<file path="config.mk">
export PLATFORM = sky130hd
export DESIGN_NAME = zif_cycle_sequencer
export DESIGN_NICKNAME = d
export VERILOG_FILES = /design/src/rtl/zif_cycle_sequencer.sv
export SDC_FILE = /design/constraint.sdc
export NUM_CORES = 1
export LEC_CHECK = 0
export ABC_AREA = 1
export CORE_ASPECT_RATIO = 1.25
export CORE_UTILIZATION = 50
export CTS_CLUSTER_DIAMETER = 50
export DETAILED_ROUTE_END_ITERATION = 10
export HOLD_SLACK_MARGIN = 0.12
export PLACE_DENSITY = 0.8
export SLEW_MARGIN = 15
export SYNTH_ARGS = -nofsm -noshare
export SYNTH_HDL_FRONTEND = slang
export SYNTH_SLANG_ARGS = --single-unit
</file>
<file path="constraint.sdc">
create_clock -name osc -period 1.9 [get_ports osc]
set_input_delay 0.285 -clock osc [delete_from_list [all_inputs] [get_ports osc]]
set_output_delay 0.285 -clock osc [all_outputs]
set_load 0.01 [all_outputs]
</file>
<file path="src/rtl/zif_cycle_sequencer.sv">
// rtl/zif_cycle_sequencer.sv - cycle-exact setup/strobe/hold sequencer for one ZIF bus access
// All pin outputs are registered from the next-state decode so they change exactly on phase edges.
module zif_cycle_sequencer #(
   parameter int ADDR_W = 16,
   parameter int DATA_W = 8,
   parameter int CNT_W  = 16
) (
   input  logic              osc,
   input  logic              rst,
   input  logic              cmd_valid,
   input  logic              cmd_write,
   input  logic [ADDR_W-1:0] cmd_addr,
   input  logic [DATA_W-1:0] cmd_wdata,
   input  logic [CNT_W-1:0]  t_setup,
   input  logic [CNT_W-1:0]  t_pulse,
   input  logic [CNT_W-1:0]  t_hold,
   output logic              busy,
   output logic              done,
   output logic [DATA_W-1:0] rdata,
   input  logic [DATA_W-1:0] zif_data_in,
   output logic [ADDR_W-1:0] zif_addr,
   output logic [DATA_W-1:0] zif_data_out,
   output logic              zif_data_oe,
   output logic              zif_ce_n,
   output logic              zif_oe_n,
   output logic              zif_we_n
);

   typedef enum logic [1:0] {
      S_IDLE  = 2'd0,
      S_SETUP = 2'd1,
      S_PULSE = 2'd2,
      S_HOLD  = 2'd3
   } state_t;

   state_t             r_state;
   state_t             w_state_nxt;
   logic [CNT_W-1:0]   r_cnt;
   logic [CNT_W-1:0]   w_cnt_nxt;
   logic               r_write;
   logic [CNT_W-1:0]   r_t_pulse;
   logic [CNT_W-1:0]   r_t_hold;
   logic               w_accept;
   logic               w_cnt_zero;
   logic               w_write_nxt;
   logic               w_active_nxt;

   // A zero timing value still yields a one-cycle phase.
   function automatic logic [CNT_W-1:0] f_load(input logic [CNT_W-1:0] t);
      return (t == '0) ? '0 : t - CNT_W'(1);
   endfunction

   assign w_accept     = (r_state == S_IDLE) && cmd_valid;
   assign w_cnt_zero   = (r_cnt == '0);
   assign w_write_nxt  = w_accept ? cmd_write : r_write;
   assign w_active_nxt = (w_state_nxt != S_IDLE);

   always_comb begin
      w_state_nxt = r_state;
      w_cnt_nxt   = r_cnt;
      case (r_state)
         S_IDLE: begin
            if (cmd_valid) begin
               w_state_nxt = S_SETUP;
               w_cnt_nxt   = f_load(t_setup);
            end
         end
         S_SETUP: begin
            if (w_cnt_zero) begin
               w_state_nxt = S_PULSE;
               w_cnt_nxt   = f_load(r_t_pulse);
            end else begin
               w_cnt_nxt = r_cnt - CNT_W'(1);
            end
         end
         S_PULSE: begin
            if (w_cnt_zero) begin
               w_state_nxt = S_HOLD;
               w_cnt_nxt   = f_load(r_t_hold);
            end else begin
               w_cnt_nxt = r_cnt - CNT_W'(1);
            end
         end
         S_HOLD: begin
            if (w_cnt_zero) begin
               w_state_nxt = S_IDLE;
            end else begin
               w_cnt_nxt = r_cnt - CNT_W'(1);
            end
         end
         default: begin
            w_state_nxt = S_IDLE;
            w_cnt_nxt   = '0;
         end
      endcase
   end

   always_ff @(posedge osc) begin
      if (rst) begin
         r_state      <= S_IDLE;
         r_cnt        <= '0;
         r_write      <= 1'b0;
         r_t_pulse    <= '0;
         r_t_hold     <= '0;
         busy         <= 1'b0;
         done         <= 1'b0;
         rdata        <= '0;
         zif_addr     <= '0;
         zif_data_out <= '0;
         zif_data_oe  <= 1'b0;
         zif_ce_n     <= 1'b1;
         zif_oe_n     <= 1'b1;
         zif_we_n     <= 1'b1;
      end else begin
         r_state <= w_state_nxt;
         r_cnt   <= w_cnt_nxt;
         if (w_accept) begin
            r_write   <= cmd_write;
            r_t_pulse <= t_pulse;
            r_t_hold  <= t_hold;
            zif_addr  <= cmd_addr;
            if (cmd_write) begin
               zif_data_out <= cmd_wdata;
            end
         end
         // Sample the bus at the close of the final strobe cycle.
         if ((r_state == S_PULSE) && w_cnt_zero && !r_write) begin
            rdata <= zif_data_in;
         end
         busy        <= w_active_nxt;
         done        <= (r_state == S_HOLD) && (w_state_nxt == S_IDLE);
         zif_ce_n    <= !w_active_nxt;
         zif_data_oe <= w_active_nxt && w_write_nxt;
         zif_oe_n    <= !((w_state_nxt == S_PULSE) && !w_write_nxt);
         zif_we_n    <= !((w_state_nxt == S_PULSE) && w_write_nxt);
      end
   end

endmodule

</file>
## Word level (Yosys, flattened, before mapping)

Cells that the tools add are included.

- Equal/unequal tests: 6
- Multiplexer cells: 14
- Reductions and logical operators: 21
- Add/sub/neg operators: 4

Operators with widths:

| cell | count |
|---|---|
| 16-bit 2-to-1 mux | 7 |
| 16-bit logical NOT | 4 |
| 16-bit case mux with 4 select lines | 1 |
| 16-bit by 1-bit subtractor with 16-bit output (second input constant) | 4 |
| 2-bit 2-to-1 mux | 4 |
| 2-bit case mux with 4 select lines | 1 |
| 1-bit logical AND | 7 |
| 2-bit equality test (second input constant) | 3 |
| 1-bit logical NOT | 5 |
| 2-bit logical NOT | 2 |
| 2-bit inequality test (second input constant) | 2 |
| 2-bit AND reduction | 2 |
| 2-bit by 1-bit equality test with 1-bit output (second input constant) | 1 |
| 2-bit nonzero test | 1 |
| 1-bit 2-to-1 mux | 1 |

- Output and inout bits: 38
- Register bits: 89
- Bits of input ports: 84

## Logic depth before layout (Yosys ltp)

Gate-level depths: netlist of run 1.

- Depth in word-level cells: 6
- Gate-level depth with buffers: 14
- Depth with buffers taken out: 14

## Worst setup path before layout of run 1

OpenSTA, ideal clock, no wires.

- Kind: reg2reg
- Start point: register r_cnt[0]
- End point: register r_cnt[15]
- Data required time: 1.791 ns
- Arrival: 1.513 ns
- Library setup time: 0.109 ns
- Setup slack: 0.278 ns
- Period minus slack after synthesis: 1.622 ns
- Path buffers: 0
- Cell stages (with the launch flop): 14
- Cell sequence: dfxtp_1 inv_1 ha_1 inv_1 nor3_2 nand3_4 o21ai_4 nand2_2 inv_2 nor2_1 nand2_1 nand3_1 nand2_1 inv_1

- Cells in the longest elaborated chain, start to end: 3

Ends and longest elaborated chain:

| item | line | RTL |
|---|---|---|
| start, declared | 38 | `logic [CNT_W-1:0] r_cnt;` |
| start signal, assigned | 116 | `r_cnt <= w_cnt_nxt;` |
| 16-bit by 1-bit subtractor with 16-bit output or 16-bit logical NOT (tied branches) | n/a |  |
| 16-bit 2-to-1 mux, or another cell as far along | 85 | `if (w_cnt_zero) begin` |
| 16-bit case mux with 4 select lines or 2-bit AND reduction (tied branches) | n/a |  |

Parallel ways exist; a longest one is shown, timed or not. The select of a mux whose other input is x is not followed.
A chain may end at the register's enable or synchronous reset.

## Worst setup path in the final report of run 1

- Start point: register r_t_pulse[0]
- End point: register r_cnt[7]

- Cells in the longest elaborated chain, start to end: 4

Ends and longest elaborated chain:

| item | line | RTL |
|---|---|---|
| start, declared | 41 | `logic [CNT_W-1:0] r_t_pulse;` |
| start signal, assigned | 119 | `r_t_pulse <= t_pulse;` |
| 16-bit by 1-bit subtractor with 16-bit output or 16-bit logical NOT (tied branches) | 50 | `return (t == '0) ? '0 : t - CNT_W'(1);` |
| 16-bit 2-to-1 mux (*) | 50 |  |
| 16-bit 2-to-1 mux (*) | 69 | `if (w_cnt_zero) begin` |
| 16-bit case mux with 4 select lines (*) | 61 | `case (r_state)` |

Mark *: on every way between the ends. The rest lies on a longest branch, timed or not.

==> impl_metrics.toml, run 1 <==
[placed_design]
gp_congestion = 0.913
dpl_cell_area_um2 = 6810
dp_cells = 1053
portBuffers = 121
post-dp-hpwl_um = 12400

[setup_path]
crit_path_max_incr_delay_ns = 0.32
cp_cell_sequence = "inv_1 > ha_1 > nand2_1 > nor2_1 > nand2_1 > nand2_2 > o21ai_0 > nand2_1 > o211ai_1 > nand2_1 > inv_1"
crit_type = "register to register"
crit_arrival_ns = 2.09
crit_path_end_kind = "register"
crit_buf_inv = 2
worstRegToRegCells = 11
rrSetupSlack_ns = 0.06
crit_slowest_cell = "dfxtp_1"
cp.required_ns = 2.15
cp.depth = 11
crit_top_cell = "nand2_1"
worstSetupStartpointType = "register"
crit_family = "simple AND/OR/NAND/NOR gates"
crit_fanout = 8

[die]
die-area_um2 = 10700
fp.dieH_um = 115
rows = 40
io-pin-count = 122
coreArea_um2 = 9810
start_util = 0.522
chipWidth_um = 92.6

[routing]
drt-wirelength-per-cell_um = 14.9
wl_met3_um = 685
vias = 5667
wl_met1_um = 6310
drt_iter0_drc = 267
ant_nets = 0
drc_errors = 0
met2_wirelength_um = 8330
wl_um = 16000
highest_layer = "met4"
dr.pass1.iters = 5
routed_via_density = 5.27

[layout]
design_area_um2 = 7220
final_common_cell = "nor2_1"
final_core_util = 0.736
area_delta_synth_final_pct = 40.9
drive_gt1_frac = 0.146
layout_common_cells = "nor2_1, nand2_1, clkdlybuf4s50_1"
insertedDiodeCount = 0
fin_cells = 1075
final_nets = 1035
n_fill_cell = 845

[sta]
grt_setup_unrepaired = "false"
period_share = 0.967
fmax_mhz = 544
finalMaxSlewViolations = 0
max-slew-margin-rel = 0.769
finalClockSkew_ns = 0.00791
hold_viol = 0
hold_ws_ns = 0.477
setup_viol = 0
layout_min_cycle_time_ns = 1.84
tightest_slew_ns = 0.347

[clocking]
clock_path_buffers = 2
postCtsHoldBufs = 0
cts_tree = "built"
clkLatencyLatePin_ns = 0.35
cts.sinks = 89
cts_buffers = 9
cts_root_buf = "clkbuf_16"
path_clk_slew_ns = 0.07
htree_levels = 3

[global_route]
grt_usage = 0.306
grt_pass1_wl_um = 25800
grt_max_degree = 71
antenna_found_initial = 0
grt_pass1_vias = 5602
grt-ovfl-total = 0

[power]
ir_drop_v = 0.000476
powerDensity_nw_per_um2 = 755
leakage_uw = 0.00313

[logic_synthesis]
synth_edf_count = 0
synth_top_area_cell = "dfxtp_1"
synth_seq_area_share = 0.348
synth_async_sr_flop_share = 0
yosysUniqueCellTypes = 37
netlist.area_leader.share = 0.348
ys.flop_type = "dfxtp_1"
syn_area_um2 = 5120
yosys_warnings = 0
synth.avg_cell_area_um2 = 6.61
syn_nets = 866
syn_inst = 775
ys_ff_latch = 89
yosys-top-cells-area = "dfxtp_1, nor2_1, nand2_1"

[outcome]
status = "finished clean"

[worst_hold_path]
hold_depth = 2
hold_path.class = "register to register"

[flow_run]
maxCapViolCount = 0
[logic make-up (layout without fill, tap and decap cells)]
logic type,count (synthesis),in the layout,synth area share
simple gates,375,375,0.316
compound gates,165,165,0.176
buf+inv,101,275,0.0781
flops,89,89,0.348
xor+xnor,38,38,0.0649
fa+ha+maj,7,7,0.0171
[synth_stat cells, types with 2 or more instances]
| library cell | instances |
|---|---|
| nor2_4 | 8 |
| buf_6 | 2 |
| o21ai_4 | 2 |
| nand4_1 | 4 |
| nand2_1 | 140 |
| o22ai_1 | 4 |
| o21ai_0 | 75 |
| o211ai_1 | 5 |
| inv_1 | 66 |
| o2111ai_1 | 3 |
| nor3_2 | 3 |
| nor2_1 | 153 |
| nor4_1 | 2 |
| o21ai_1 | 10 |
| nand3_1 | 40 |
| or2_2 | 5 |
| inv_2 | 12 |
| dfxtp_1 | 89 |
| xor2_1 | 30 |
| ha_1 | 7 |
| nor2_2 | 7 |
| a21oi_1 | 61 |
| nand2_2 | 6 |
| nor3_1 | 4 |
| xnor2_1 | 8 |
| clkbuf_1 | 18 |
[final cells by class]
cell class	count	area, µm²	share of cell area
clock buffers	9	225	0.0312
clock inverters	7	67.6	0.00936
repair buffers	179	1690	0.233
well taps	126	158	0.0218
inverters	80	305	0.0423
multi-input cells	585	3000	0.415
flip-flops and latches	89	1780	0.247
[metrics by stage]
stage                     worst slack (ns)  TNS [ns]  power [µW]
after floorplan                      0.278         0        3050
after global placement             -0.0746    -0.605        3660
after detailed placement            -0.237     -2.42        3680
after CTS                          0.00769         0        5430
after global routing              0.000759         0        5730
final                               0.0624         0        5450
[metal layers]
layer	vias to the layer above	GRT usage
li1	2828	-
met4	0	0.156
met5	-	0
met3	42	0.0417
met1	2621	0.346
met2	176	0.558
[power breakdown]
group / internal [µW] / leakage (µW) / switching [µW]
combinational: 705 / 0.00226 / 872
sequential: 2010 / 0.000735 / 129
clock: 919 / 0.000140 / 818
total: 3630 / 0.00313 / 1820
[repair_timing]
action,CTS,global route
gates resized for setup,2,19
buffers inserted,1,4
gates cloned,0,1
setup endpoints to repair,5,22
pin swaps,1,3
[flip-flops by register name (all words and copies together) (netlist names)]
name          count
zif_we_n          1
r_t_hold         16
r_write           1
busy              1
rdata             8
zif_oe_n          1
zif_ce_n          1
done              1
zif_data_oe       1
r_state           2
r_cnt            16
zif_data_out      8
zif_addr         16
r_t_pulse        16
[worst register-to-register path, cell delays in order (launching register included)]
cell and delay (ns):
dfxtp_1 0.32, inv_1 0.16, ha_1 0.17, nand2_1 0.05, nor2_1 0.19, nand2_1 0.14
nand2_2 0.19, o21ai_0 0.18, nand2_1 0.13, o211ai_1 0.10, nand2_1 0.07, inv_1 0.03
[final timing paths]
| kind | from | to |
|---|---|---|
| max | r_t_pulse[0]$_SDFFE_PP0P_ | r_cnt[7]$_SDFFE_PP0P_ |
| min | zif_data_out[5]$_SDFFE_PP0P_ | zif_data_out[5]$_SDFFE_PP0P_ |
| min reg2reg | zif_data_out[5]$_SDFFE_PP0P_ | zif_data_out[5]$_SDFFE_PP0P_ |
| max reg2reg | r_t_pulse[0]$_SDFFE_PP0P_ | r_cnt[7]$_SDFFE_PP0P_ |
(Power assumes the default switching activity.)
==> run 2, diff against run 1 <==
--- a/config.mk
+++ b/config.mk
@@ -7,6 +7,7 @@
 export LEC_CHECK = 0
 export ABC_AREA = 1
 export CORE_ASPECT_RATIO = 1.25
+export CORE_MARGIN = 8
 export CORE_UTILIZATION = 50
 export CTS_CLUSTER_DIAMETER = 50
 export DETAILED_ROUTE_END_ITERATION = 10
==> run 2 against run 1 <==
Net effect: via count unchanged; final cell count decreased by 0.56%; combinational power about the same; clock power increased by 6%; fmax decreased by 0.31%; worst setup slack got worse by 0.0058 ns; register-to-register slack about the same; die area increased by 29%; largest cell class unchanged; flip-flop and latch count unchanged.
==> impl_metrics.toml, run 2 (same netlist as run 1, synthesis figures left out) <==
[clocking]
cts.sinks = 89
path_clk_slew_ns = 0.06
cts_buffers = 9
cts_root_buf = "clkbuf_16"
clock_path_buffers = 2
clkLatencyLatePin_ns = 0.35
cts_tree = "built"
postCtsHoldBufs = 0
htree_levels = 3

[routing]
vias = 5667
ant_nets = 0
routed_via_density = 5.30
drt_iter0_drc = 240
drc_errors = 0
drt-wirelength-per-cell_um = 15.7
wl_um = 16800
dr.pass1.iters = 5

[layout]
fin_cells = 1069
drive_gt1_frac = 0.137
layout_common_cells = "nor2_1, nand2_1, clkdlybuf4s50_1"
n_fill_cell = 873
final_core_util = 0.713
multiInputGateArea_um2 = 2990
final_nets = 1026
insertedDiodeCount = 0
final_common_cell = "nor2_1"
register_area_um2 = 1780
area_delta_synth_final_pct = 39.9

[sta]
tightest_slew_ns = 0.381
layout_min_cycle_time_ns = 1.84
finalClockSkew_ns = 0.00843
period_share = 0.970
setup_viol = 0
fmax_mhz = 542
max-slew-margin-rel = 0.744
grt_setup_unrepaired = "true"
finalMaxSlewViolations = 0
hold_ws_ns = 0.463
hold_viol = 0
finalWorstSetupSlack_ns = 0.0566

[setup_path]
crit_type = "register to register"
cp.required_ns = 2.14
crit_arrival_ns = 2.09
worstRegToRegCells = 11
crit_fanout = 16
crit_path_end_kind = "register"
r2r-end = "r_cnt[10]$_SDFFE_PP0P_"
rrSetupSlack_ns = 0.06
rr_startpoint = "r_cnt[0]$_SDFFE_PP0P_"
worstSetupStartpointType = "register"

[outcome]
status = "finished clean"

[placed_design]
dp_slack_ns = -0.216
dp_cells = 1048
post-dp-hpwl_um = 13000
portBuffers = 121
gp_congestion = 0.945

[global_route]
antenna_found_initial = 0
grt_pass1_vias = 5558
grt_max_degree = 58
grt_usage = 0.238
grt-ovfl-total = 0
grt_pass1_wl_um = 26700

[flow_run]
maxCapViolCount = 0

[worst_hold_path]
hold_path.class = "register to register"
min_to = "zif_data_out[7]$_SDFFE_PP0P_"
hold_depth = 2
min-delay-start = "zif_data_out[7]$_SDFFE_PP0P_"

[power]
leakage_uw = 0.00309
ir_drop_v = 0.000594
powerDensity_nw_per_um2 = 774
power.total_uw = 5550

[die]
fp.dieH_um = 129
die-area_um2 = 13800
chipWidth_um = 107
io-pin-count = 122
start_util = 0.510
coreArea_um2 = 10100
rows = 41
## run 2: cell count changes in the layout (fill, tap and decap cells not counted), moves of 2 or more
cell and change:
inv_6 -5, inv_4 +2, inv_2 +2, clkinv_4 +2, inv_1 -3, nor2_2 -3, nor2_1 +2, buf_4 -7
## run 2: cell type report
cell class,count,area share
multi-input cells,585,0.417
flip-flops and latches,89,0.249
clock inverters,6,0.0112
inverters,80,0.0426
repair buffers,170,0.226
well taps,129,0.0225
clock buffers,10,0.0319
## run 2: critical path, stage by stage, from the launching register on
cell	delay [ns]
dfxtp_1	0.31
inv_2	0.13
ha_2	0.20
inv_1	0.08
nor3_2	0.13
nand2_2	0.12
o21ai_4	0.31
inv_4	0.16
nor2_1	0.11
nor2_1	0.05
nand2_1	0.09
inv_1	0.04
## run 2: per-stage QoR
stage | cell area (µm²) | setup TNS [ns]
floorplan | 5120 | 0
CTS | 7060 | 0
global placement | 6760 | -0.805
detailed placement | 6760 | -2.61
finish | 7170 | 0
global route | 7170 | -0.0758
## run 2: what timing repair did
action | 4_1_cts | 5_1_grt
resized for setup | 1 | 21
pin swaps | 0 | 7
cloned | 0 | 1
setup buffers | 0 | 4
endpoints found under the setup margin | 6 | 21
## run 2: layer usage
metal / share of wire / track usage / wire [µm] / vias to the layer above
li1: - / - / - / 2823
met1: 0.40 / 0.256 / 6690 / 2643
met2: 0.52 / 0.438 / 8630 / 151
met3: 0.046 / 0.0487 / 776 / 50
met4: 0.040 / 0.109 / 662 / 0
met5: 0 / 0 / 0 / -
## run 2: worst max-delay path by stage
| stage | start | depth (start not counted) | endpoint |
|---|---|---|---|
| floorplan | r_cnt[0]$_SDFFE_PP0P_ | 13 | r_cnt[15]$_SDFFE_PP0P_ |
| global placement | t_setup[0] | 14 | r_cnt[15]$_SDFFE_PP0P_ |
| detailed placement | t_setup[0] | 11 | r_cnt[4]$_SDFFE_PP0P_ |
| CTS | r_cnt[0]$_SDFFE_PP0P_ | 11 | r_cnt[5]$_SDFFE_PP0P_ |
| global route | r_t_hold[1]$_SDFFE_PP0P_ | 11 | r_cnt[8]$_SDFFE_PP0P_ |
| finish | r_cnt[0]$_SDFFE_PP0P_ | 11 | r_cnt[10]$_SDFFE_PP0P_ |
## run 2: report_power, final
| group | total [µW] | internal (µW) | switching, µW |
|---|---|---|---|
| sequential | 2140 | 2010 | 129 |
| clock | 1840 | 1040 | 799 |
| combinational | 1570 | 697 | 873 |
| total | 5550 | 3750 | 1800 |
